$ cat src/rtl/tv80_membridge_if.sv
`default_nettype none
// ============================================================================
// Module   : tv80_membridge_if
// Brief    : TV80 CPU bus plus request/ack backend bundle for tv80_membridge.
// Revision : 1.0
// ============================================================================
interface tv80_membridge_if;
    logic        mreq_n;
    logic        iorq_n;
    logic        rd_n;
    logic        wr_n;
    logic        m1_n;
    logic [15:0] A;
    logic [7:0]  cpu_dout;
    logic [7:0]  cpu_di;
    logic        wait_n;
    logic        bk_req;
    logic [15:0] bk_addr;
    logic [7:0]  bk_wdata;
    logic        bk_we;
    logic        bk_io;
    logic        bk_ack;
    logic [7:0]  bk_rdata;
    logic [7:0]  int_vec;
    logic        err;

    // Bridge view
    modport slave (
        input  mreq_n, iorq_n, rd_n, wr_n, m1_n, A, cpu_dout,
        input  bk_ack, bk_rdata, int_vec,
        output cpu_di, wait_n, bk_req, bk_addr, bk_wdata, bk_we, bk_io, err
    );

    // CPU + backend environment view
    modport master (
        output mreq_n, iorq_n, rd_n, wr_n, m1_n, A, cpu_dout,
        output bk_ack, bk_rdata, int_vec,
        input  cpu_di, wait_n, bk_req, bk_addr, bk_wdata, bk_we, bk_io, err
    );
endinterface
`default_nettype wire

$ cat src/rtl/tv80_membridge.sv
`default_nettype none
// ============================================================================
// Module   : tv80_membridge
// Brief    : Turns TV80 memory/IO cycles into level requests on a backend,
//            holding the CPU in wait states until ack, minimum wait or timeout.
// Revision : 1.0
// ============================================================================
module tv80_membridge #(
    parameter int MIN_WAIT = 0,
    parameter int TIMEOUT  = 255
) (
    input logic             clk,
    input logic             reset,
    tv80_membridge_if.slave bus
);
    typedef enum logic [1:0] {
        IDLE    = 2'd0,
        REQ     = 2'd1,
        STRETCH = 2'd2,
        DONE    = 2'd3
    } state_t;

    localparam logic [7:0] c_CNT_MAX    = 8'hFF;
    localparam logic [7:0] c_ABORT_DATA = 8'hFF;

    state_t      r_state, w_state_nxt;
    logic [7:0]  r_cnt, w_cnt_nxt, w_cnt_inc;
    logic        r_bk_req, w_bk_req_nxt;
    logic [15:0] r_bk_addr, w_bk_addr_nxt;
    logic [7:0]  r_bk_wdata, w_bk_wdata_nxt;
    logic        r_bk_we, w_bk_we_nxt;
    logic        r_bk_io, w_bk_io_nxt;
    logic [7:0]  r_cpu_di, w_cpu_di_nxt;
    logic        r_err, w_err_nxt;
    logic        w_intack, w_access, w_min_met, w_timeout;

    // Decisions use the post-increment count so "reaches N" means this edge.
    always_comb begin
        w_intack  = !bus.m1_n && !bus.iorq_n;
        w_access  = (!bus.mreq_n || !bus.iorq_n) && (!bus.rd_n || !bus.wr_n) && !w_intack;
        w_cnt_inc = (r_cnt == c_CNT_MAX) ? r_cnt : r_cnt + 8'd1;
        w_min_met = int'(w_cnt_inc) >= MIN_WAIT;
        w_timeout = int'(w_cnt_inc) == TIMEOUT;
    end

    always_comb begin
        w_state_nxt    = r_state;
        w_cnt_nxt      = r_cnt;
        w_bk_req_nxt   = r_bk_req;
        w_bk_addr_nxt  = r_bk_addr;
        w_bk_wdata_nxt = r_bk_wdata;
        w_bk_we_nxt    = r_bk_we;
        w_bk_io_nxt    = r_bk_io;
        w_cpu_di_nxt   = r_cpu_di;
        w_err_nxt      = 1'b0;
        case (r_state)
            IDLE: begin
                if (w_access) begin
                    w_bk_addr_nxt  = bus.A;
                    w_bk_wdata_nxt = bus.cpu_dout;
                    w_bk_we_nxt    = !bus.wr_n;
                    w_bk_io_nxt    = !bus.iorq_n;
                    w_bk_req_nxt   = 1'b1;
                    w_cnt_nxt      = '0;
                    w_state_nxt    = REQ;
                end else if (w_intack) begin
                    w_cpu_di_nxt = bus.int_vec;
                    w_state_nxt  = DONE;
                end
            end
            REQ: begin
                w_cnt_nxt = w_cnt_inc;
                // An ack landing on the timeout cycle still counts as success.
                if (bus.bk_ack) begin
                    w_bk_req_nxt = 1'b0;
                    if (!r_bk_we) w_cpu_di_nxt = bus.bk_rdata;
                    w_state_nxt = w_min_met ? DONE : STRETCH;
                end else if (w_timeout) begin
                    w_bk_req_nxt = 1'b0;
                    w_cpu_di_nxt = c_ABORT_DATA;
                    w_err_nxt    = 1'b1;
                    w_state_nxt  = DONE;
                end
            end
            STRETCH: begin
                w_cnt_nxt = w_cnt_inc;
                if (w_min_met) w_state_nxt = DONE;
            end
            DONE: begin
                if (bus.mreq_n && bus.iorq_n) w_state_nxt = IDLE;
            end
            default: w_state_nxt = IDLE;
        endcase
    end

    always_ff @(posedge clk or posedge reset) begin
        if (reset) begin
            r_state    <= IDLE;
            r_cnt      <= '0;
            r_bk_req   <= 1'b0;
            r_bk_addr  <= '0;
            r_bk_wdata <= '0;
            r_bk_we    <= 1'b0;
            r_bk_io    <= 1'b0;
            r_cpu_di   <= '0;
            r_err      <= 1'b0;
        end else begin
            r_state    <= w_state_nxt;
            r_cnt      <= w_cnt_nxt;
            r_bk_req   <= w_bk_req_nxt;
            r_bk_addr  <= w_bk_addr_nxt;
            r_bk_wdata <= w_bk_wdata_nxt;
            r_bk_we    <= w_bk_we_nxt;
            r_bk_io    <= w_bk_io_nxt;
            r_cpu_di   <= w_cpu_di_nxt;
            r_err      <= w_err_nxt;
        end
    end

    // Combinational so the CPU is stalled in the very first strobe-low cycle.
    assign bus.wait_n   = reset || !((w_access || w_intack) && (r_state != DONE));
    assign bus.bk_req   = r_bk_req;
    assign bus.bk_addr  = r_bk_addr;
    assign bus.bk_wdata = r_bk_wdata;
    assign bus.bk_we    = r_bk_we;
    assign bus.bk_io    = r_bk_io;
    assign bus.cpu_di   = r_cpu_di;
    assign bus.err      = r_err;
endmodule
`default_nettype wire
$ cat src/flat_wrapper.sv
// flat-port wrapper written by rule: the top's interface ports become plain ports
module tv80_membridge_flat 
#(
    parameter int MIN_WAIT = 0,
    parameter int TIMEOUT  = 255
)
  (clk, reset, bus_mreq_n, bus_iorq_n, bus_rd_n, bus_wr_n, bus_m1_n, bus_A, bus_cpu_dout, bus_bk_ack, bus_bk_rdata, bus_int_vec, bus_cpu_di, bus_wait_n, bus_bk_req, bus_bk_addr, bus_bk_wdata, bus_bk_we, bus_bk_io, bus_err);
  tv80_membridge_if bus_i ();
  input logic clk;
  input logic reset;
  input wire logic [$bits(bus_i.mreq_n)-1:0] bus_mreq_n;
  input wire logic [$bits(bus_i.iorq_n)-1:0] bus_iorq_n;
  input wire logic [$bits(bus_i.rd_n)-1:0] bus_rd_n;
  input wire logic [$bits(bus_i.wr_n)-1:0] bus_wr_n;
  input wire logic [$bits(bus_i.m1_n)-1:0] bus_m1_n;
  input wire logic [$bits(bus_i.A)-1:0] bus_A;
  input wire logic [$bits(bus_i.cpu_dout)-1:0] bus_cpu_dout;
  input wire logic [$bits(bus_i.bk_ack)-1:0] bus_bk_ack;
  input wire logic [$bits(bus_i.bk_rdata)-1:0] bus_bk_rdata;
  input wire logic [$bits(bus_i.int_vec)-1:0] bus_int_vec;
  output wire logic [$bits(bus_i.cpu_di)-1:0] bus_cpu_di;
  output wire logic [$bits(bus_i.wait_n)-1:0] bus_wait_n;
  output wire logic [$bits(bus_i.bk_req)-1:0] bus_bk_req;
  output wire logic [$bits(bus_i.bk_addr)-1:0] bus_bk_addr;
  output wire logic [$bits(bus_i.bk_wdata)-1:0] bus_bk_wdata;
  output wire logic [$bits(bus_i.bk_we)-1:0] bus_bk_we;
  output wire logic [$bits(bus_i.bk_io)-1:0] bus_bk_io;
  output wire logic [$bits(bus_i.err)-1:0] bus_err;
  assign bus_i.mreq_n = bus_mreq_n;
  assign bus_i.iorq_n = bus_iorq_n;
  assign bus_i.rd_n = bus_rd_n;
  assign bus_i.wr_n = bus_wr_n;
  assign bus_i.m1_n = bus_m1_n;
  assign bus_i.A = bus_A;
  assign bus_i.cpu_dout = bus_cpu_dout;
  assign bus_i.bk_ack = bus_bk_ack;
  assign bus_i.bk_rdata = bus_bk_rdata;
  assign bus_i.int_vec = bus_int_vec;
  assign bus_cpu_di = bus_i.cpu_di;
  assign bus_wait_n = bus_i.wait_n;
  assign bus_bk_req = bus_i.bk_req;
  assign bus_bk_addr = bus_i.bk_addr;
  assign bus_bk_wdata = bus_i.bk_wdata;
  assign bus_bk_we = bus_i.bk_we;
  assign bus_bk_io = bus_i.bk_io;
  assign bus_err = bus_i.err;
  tv80_membridge #(.MIN_WAIT(MIN_WAIT), .TIMEOUT(TIMEOUT)) u_core (.clk(clk), .reset(reset), .bus(bus_i));
endmodule
$ cat config.mk
export PLATFORM = sky130hd
export DESIGN_NAME = tv80_membridge_flat
export DESIGN_NICKNAME = d
export VERILOG_FILES = /design/src/rtl/tv80_membridge_if.sv /design/src/rtl/tv80_membridge.sv /design/src/flat_wrapper.sv
export SDC_FILE = /design/constraint.sdc
export NUM_CORES = 1
export LEC_CHECK = 0
export CAP_MARGIN = 40
export CORE_MARGIN = 2
export CORE_UTILIZATION = 40
export CTS_CLUSTER_DIAMETER = 60
export CTS_CLUSTER_SIZE = 12
export DETAILED_ROUTE_END_ITERATION = 8
export GPL_TIMING_DRIVEN = 0
export PLACE_DENSITY = 0.76
export SETUP_SLACK_MARGIN = 0.3
export SYNTH_ARGS = -nofsm -noshare
export SYNTH_HDL_FRONTEND = slang
export SYNTH_SLANG_ARGS = --single-unit
$ cat constraint.sdc
create_clock -name clk -period 2.55 [get_ports clk]
set_input_delay 0.51 -clock clk [delete_from_list [all_inputs] [get_ports clk]]
set_output_delay 0.51 -clock clk [all_outputs]
set_load 0.005 [all_outputs]
Yosys cells after proc, flatten, opt, wreduce, memory -nomap -nowiden. Index checks and enable logic that the tools add are counted.

Equality and inequality tests: 13. $add $sub $neg: 1. Reduce and logical (&&, ||, !) cells: 25. Multiplexer cells: 22.

Operators by type and width (count): 8-bit two-way mux (7); 8-bit case mux with 2 select lines (2); 2-bit two-way mux (5); 8-bit by 1-bit adder with 8-bit output, second input constant (1); 8-bit by 1-bit equality test with 1-bit output, second input constant (1); 8-bit equality test, second input constant (1); 2-bit case mux with 4 select lines (1); 1-bit zero test (7); 1-bit two-way mux (6); 2-bit by 1-bit != test with 1-bit output, second input constant (3); 3-bit AND reduction (2); 1-bit logical AND (5); 5-bit AND reduction (1); 2-bit equality test, second input constant (2); 1-bit logical OR (4); 2-bit != test, second input constant (2); 2-bit AND reduction (2); 2-bit nonzero test (2); 3-bit by 1-bit != test with 1-bit output, second input constant (1); 3-bit by 2-bit != test with 1-bit output, second input constant (1); 3-bit != test, second input constant (1); 2-bit by 1-bit equality test with 1-bit output, second input constant (1); 2-bit zero test (1); 1-bit case mux with 2 select lines (1); 2-bit OR reduction (1).

Output and inout bits: 37. Register bits after elaboration: 46. Bits of input ports: 48. Logic and storage cells: 70.

Logic depth before layout (Yosys ltp).
Word-level depth: 8. Gate-level depth with buffers: 7. Depth with buffers taken out: 7.

Least setup slack after synthesis. No wires, ideal clock.

Path kind: register to register. From: reg u_core.r_cnt[0]. To: reg u_core.r_cpu_di[6], in the netlist u_core.bus.cpu_di[6]. Required time: 2.425 ns. Buffers on the path: 0. Setup slack: 0.151 ns. Arrival: 2.274 ns. Library setup time: 0.125 ns. Period minus slack after synthesis: 2.399 ns. Stages on the path, launching flop included: 8. Cell sequence: dfrtp_1 > ha_1 > nand3_2 > or3_1 > a211o_1 > a2111oi_4 > o21ai_4 > mux2_4.

Longest elaborated chain between the ends: 5. Elaborated cells on any way between the ends: 6. Those cells by class: 1 x add/sub; 3 x eq/ne; 1 x mux; 1 x reduce/logical.

RTL lines: start: declaration (RTL line tv80_membridge.sv:27) `logic [7:0] r_cnt, w_cnt_nxt, w_cnt_inc;`; start signal: assignment (RTL line tv80_membridge.sv:109) `r_cnt <= w_cnt_nxt;`; 8-bit by 1-bit adder with 8-bit output or 8-bit equality test (tied branches) (RTL line tv80_membridge.sv:41) `w_cnt_inc = (r_cnt == c_CNT_MAX) ? r_cnt : r_cnt + 8'd1;`; 8-bit two-way mux * (RTL line tv80_membridge.sv:41); 8-bit by 1-bit equality test with 1-bit output * (RTL line tv80_membridge.sv:43) `w_timeout = int'(w_cnt_inc) == TIMEOUT;`; 3-bit by 2-bit != test with 1-bit output (no line) *; 5-bit AND reduction (no line) *; end signal: assignment (RTL line tv80_membridge.sv:115) `r_cpu_di <= w_cpu_di_nxt;`; end: declaration (RTL line tv80_membridge.sv:33) `logic [7:0] r_cpu_di, w_cpu_di_nxt;`.

Mark *: on every way between the ends. The rest lies on a longest branch, timed or not. A chain may end at the register's enable or synchronous reset.

Worst setup path in the final report.
From: reg u_core.r_cnt[1]. To: reg u_core.r_cpu_di[6], in the netlist u_core.bus.cpu_di[6].

The elaborated chain is that of the path after synthesis.

==> key figures <==
Outcome
  – Outcome: complete, no violations

STA
  – Setup Viol. Count Final: 0
  – Final period util: between 80% and 90%
  – Setup slack after layout: 295.3 ps
  – Setup skew after layout: between 9 and 10 ps
  – Final min period: 2255 ps
  – Unrepaired setup endpoints after global routing: yes
  – Slew @ Worst Pin: 485.3 ps
  – Setup_tns: 0 ps
  – Final Hold Viols: 0
  – F_max: approximately 440 MHz
  – Max-slew headroom: roughly two thirds
  – Max Slew Vio Count: 0

GRT
  – Overall routing resource usage: between 10% and 20%
  – Largest net degree at the start of global routing: 26
  – Grt met3 use: 6.932%
  – Vias in the first global route: about 1900
  – Met1 Track Usage GR: 23.32%
  – Antenna violations before repair: 0
  – Gr busiest metal: met2
  – GRT Residual Overflow: 0
  – M2 GR Usage: 27.97%
  – First-pass GRT wire length: ~9000 µm

Min path
  – Hold_sp: u_core.bus.bk_io$_DFFE_PP0P_
  – Worst Hold Endpoint: u_core.bus.bk_io$_DFFE_PP0P_
  – HP Class: flop to flop
  – Hold Path Depth: 2

Placement
  – I/O Buffers: 84
  – Place WS: -320.6 ps
  – Gp weighted congestion: 0.9200
  – DP HPWL: 3836 µm

Power
  – Pwr Total: 3.715 mW
  – Maximum VDD drop: about 0.7 mV
  – PwrDens: 1073 nW/µm²
  – Leakage: 1.505 nW

Cells and area
  – Final net count: ~360
  – Register area: 1155 µm²
  – Area delta synth->final: 52.93%
  – Area of the multi-input gates: 1074 µm²
  – Fill cells: 457
  – Fraction of final layout cells sized beyond drive strength 1: 23.05%
  – # diodes: 0

Synthesis
  – Ranking of synthesized cells by area: dfrtp_1 (51%), mux2_2 (12%), mux2i_1 (4.4%)
  – Commonest cells in the synthesized netlist: dfrtp_1 (46), mux2_2 (24), nand2_1 (15), inv_1 (14)
  – Cell Area, Synth: ~2300 µm²
  – Post-synthesis compound-gate area fraction: 14.97%
  – Async set-reset flop share out of synthesis: 100.0%
  – Main combinational cell family by area after synthesis: multiplexers
  – Ys flop type: dfrtp_1
  – Synth Area per Inst: between 10 and 15 µm²
  – Mapped Nets: 256
  – Synth Warn #: 0
  – XOR/XNOR Fraction of Synth Area: less than 1%
  – Top-count cell post-synth: dfrtp_1
  – Simple-gate share of the synthesized area: 9.503%
  – Post-synthesis mux area share: 17.02%
  – Cell taking the most area after synthesis: dfrtp_1
  – Synth Register Bits: between 40 and 50
  – Library cells used by synthesis: 39
  – Gate Count Post-Synth: 202
  – Post-synthesis sequential area ratio: 50.83%
  – EDFF count, synth: 0
  – Top cell type's share of synthesized area: 50.83%
  – Adder-cell area share of the yosys netlist: 3.315%

Floorplanning
  – Die area: 6280 µm²
  – Top Ports: 85
  – Die H: 79.25 µm
  – Die X-Extent: 79.25 µm
  – Core area: roughly 5500 µm²
  – Row count: 27
  – Initial Utilization: 41.38%

Clock tree
  – CTS tree: built
  – Later-pin clock latency in the skew report: about 300 ps
  – TritonCTS Buffers: 5
  – CTS Root Cell: clkbuf_8
  – Clk slew on worst S/H paths: 90 ps
  – Clock Tree Buf Depth: 2
  – H-tree levels: 2
  – CTS Sinks: between 40 and 50

Worst setup path
  – CP required: 2740 ps
  – CP Class: flop to flop
  – Critical path, cell by cell: ha_4 -> nand3_4 -> or3_1 -> a211o_1 -> a2111oi_4 -> buf_4 -> o21ai_4 -> mux2_4
  – FF-to-FF setup slack: 300 ps
  – Critical R2R Capture: u_core.bus.cpu_di[6]$_DFFE_PP0P_
  – Crit end category: flop
  – Startpoint types: flop
  – Worst path max stage delay: 410 ps
  – Crit path DAT: around 2400 ps
  – RR Startpoint: u_core.r_cnt[1]$_DFFE_PP0P_
  – R2r worst-path depth: 8
  – CP Max Fanout: 8
  – Crit path max-delay cell type: dfrtp_2

Routing
  – WL final: 5251 µm
  – DRC viols: 0
  – Vias: around 1900
  – Drt wl/cell: 13.82 µm
  – DR iter-0 viols: 143
  – ANT nets after route: 0
  – Vias/cell: 5.050
  – 1st-pass router iterations: 4

Run
  – Max-cap viol count: 0
[what timing repair did]
item                                   in CTS  in global routing
setup buffers                              10                  3
setup endpoints to repair                  29                 24
hold buffers                                0                  0
resized for setup                          14                 14
pin swaps                                   4                  0
endpoints found under the hold margin       0                  0
[worst max-delay path: cells and delay by family, from the launching register on]
| family | cells | cell delay (ps) |
|---|---|---|
| AOI/OAI and AO/OA | 3 | 680 |
| DFF | 1 | 410 |
| and+or+nand+nor | 2 | 380 |
| muxes | 1 | 320 |
| buffers and inverters | 1 | 190 |
| adders and majority gates | 1 | 170 |
[cells in the final DEF (no fill, tap or decap), drive strengths merged, types with 3 or more instances in the layout]
master | synthesis | routed
buf | 3 | 16
nand2 | 16 | 16
a31oi | 6 | 6
inv | 14 | 14
dlygate4sd2 | 0 | 3
o21ai | 13 | 13
mux2i | 10 | 10
dfrtp | 46 | 46
nand2b | 4 | 4
nor2 | 3 | 3
nor3 | 3 | 3
o22ai | 8 | 8
clkdlybuf4s50 | 0 | 80
ha | 6 | 6
mux2 | 25 | 25
nand3 | 4 | 4
clkbuf | 6 | 15
a21oi | 11 | 11
[cell families (layout without fill, tap and decap cells)]
logic type | after synthesis | in the layout
AOI/OAI and AO/OA | 50 | 50
xor gates and xnor gates | 1 | 1
adders and majority gates | 6 | 6
buffers and inverters | 23 | 129
DFF | 46 | 46
muxes | 35 | 35
and+or+nand+nor | 41 | 41
[cell type report]
type,count,share of cell area (%)
clock inverter,1,0.2168
inverter,14,1.517
timing repair buffer,98,27.53
buffer,9,1.590
tap,72,2.601
sequential,46,33.35
clock buffer,7,2.204
multi-input combinational,133,31.00
[metal layers]
metal | part of all wire (%) | routed length [µm]
met3 | 8.3 | 436
met4 | 1.2 | 63
met2 | 47 | 2491
met5 | 0 | 0
met1 | 43 | 2258
[through the flow]
step | std cells | hold slack [ps] | area [µm²] | util (%)
final | 380 | 494.3 | 3463 | 63.28
after floorplan | 202 | 473.3 | 2278 | -
after global placement | 358 | 464.1 | 3209 | 58.64
after detailed placement | 359 | 475.5 | 3229 | 59.01
after global routing | 380 | 527.2 | 3463 | 63.28
after CTS | 377 | 497.0 | 3396 | 62.05
[registers in the layout (all words and copies together), names as in the netlist]
| register | cells |
|---|---|
| u_core.bus.bk_addr | 16 |
| u_core.bus.bk_io | 1 |
| u_core.bus.bk_req | 1 |
| u_core.bus.bk_wdata | 8 |
| u_core.bus.bk_we | 1 |
| u_core.bus.cpu_di | 8 |
| u_core.bus.err | 1 |
| u_core.r_cnt | 8 |
| u_core.r_state | 2 |
[how the worst max path moves through the flow]
stage / from / to / slack (ps) / depth (start not counted)
6_report: u_core.r_cnt[1]$_DFFE_PP0P_ / u_core.bus.cpu_di[6]$_DFFE_PP0P_ / 300 / 8
5_1_grt: u_core.r_cnt[1]$_DFFE_PP0P_ / u_core.bus.cpu_di[6]$_DFFE_PP0P_ / 190 / 8
4_1_cts: u_core.r_cnt[0]$_DFFE_PP0P_ / u_core.bus.cpu_di[6]$_DFFE_PP0P_ / 290 / 8
3_5_place_dp: bus_iorq_n / u_core.bus.bk_wdata[4]$_DFFE_PP0P_ / -320 / 7
3_3_place_gp: bus_iorq_n / u_core.bus.bk_addr[3]$_DFFE_PP0P_ / -310 / 7
2_1_floorplan: u_core.r_cnt[1]$_DFFE_PP0P_ / u_core.bus.cpu_di[6]$_DFFE_PP0P_ / 240 / 7
[power breakdown]
part           internal (mW)  total (mW)  switching, mW
registers               1.06        1.23          0.175
clock network          0.194       0.441          0.246
logic                   1.22        2.04          0.821
Power figures use the tool's default switching activity.
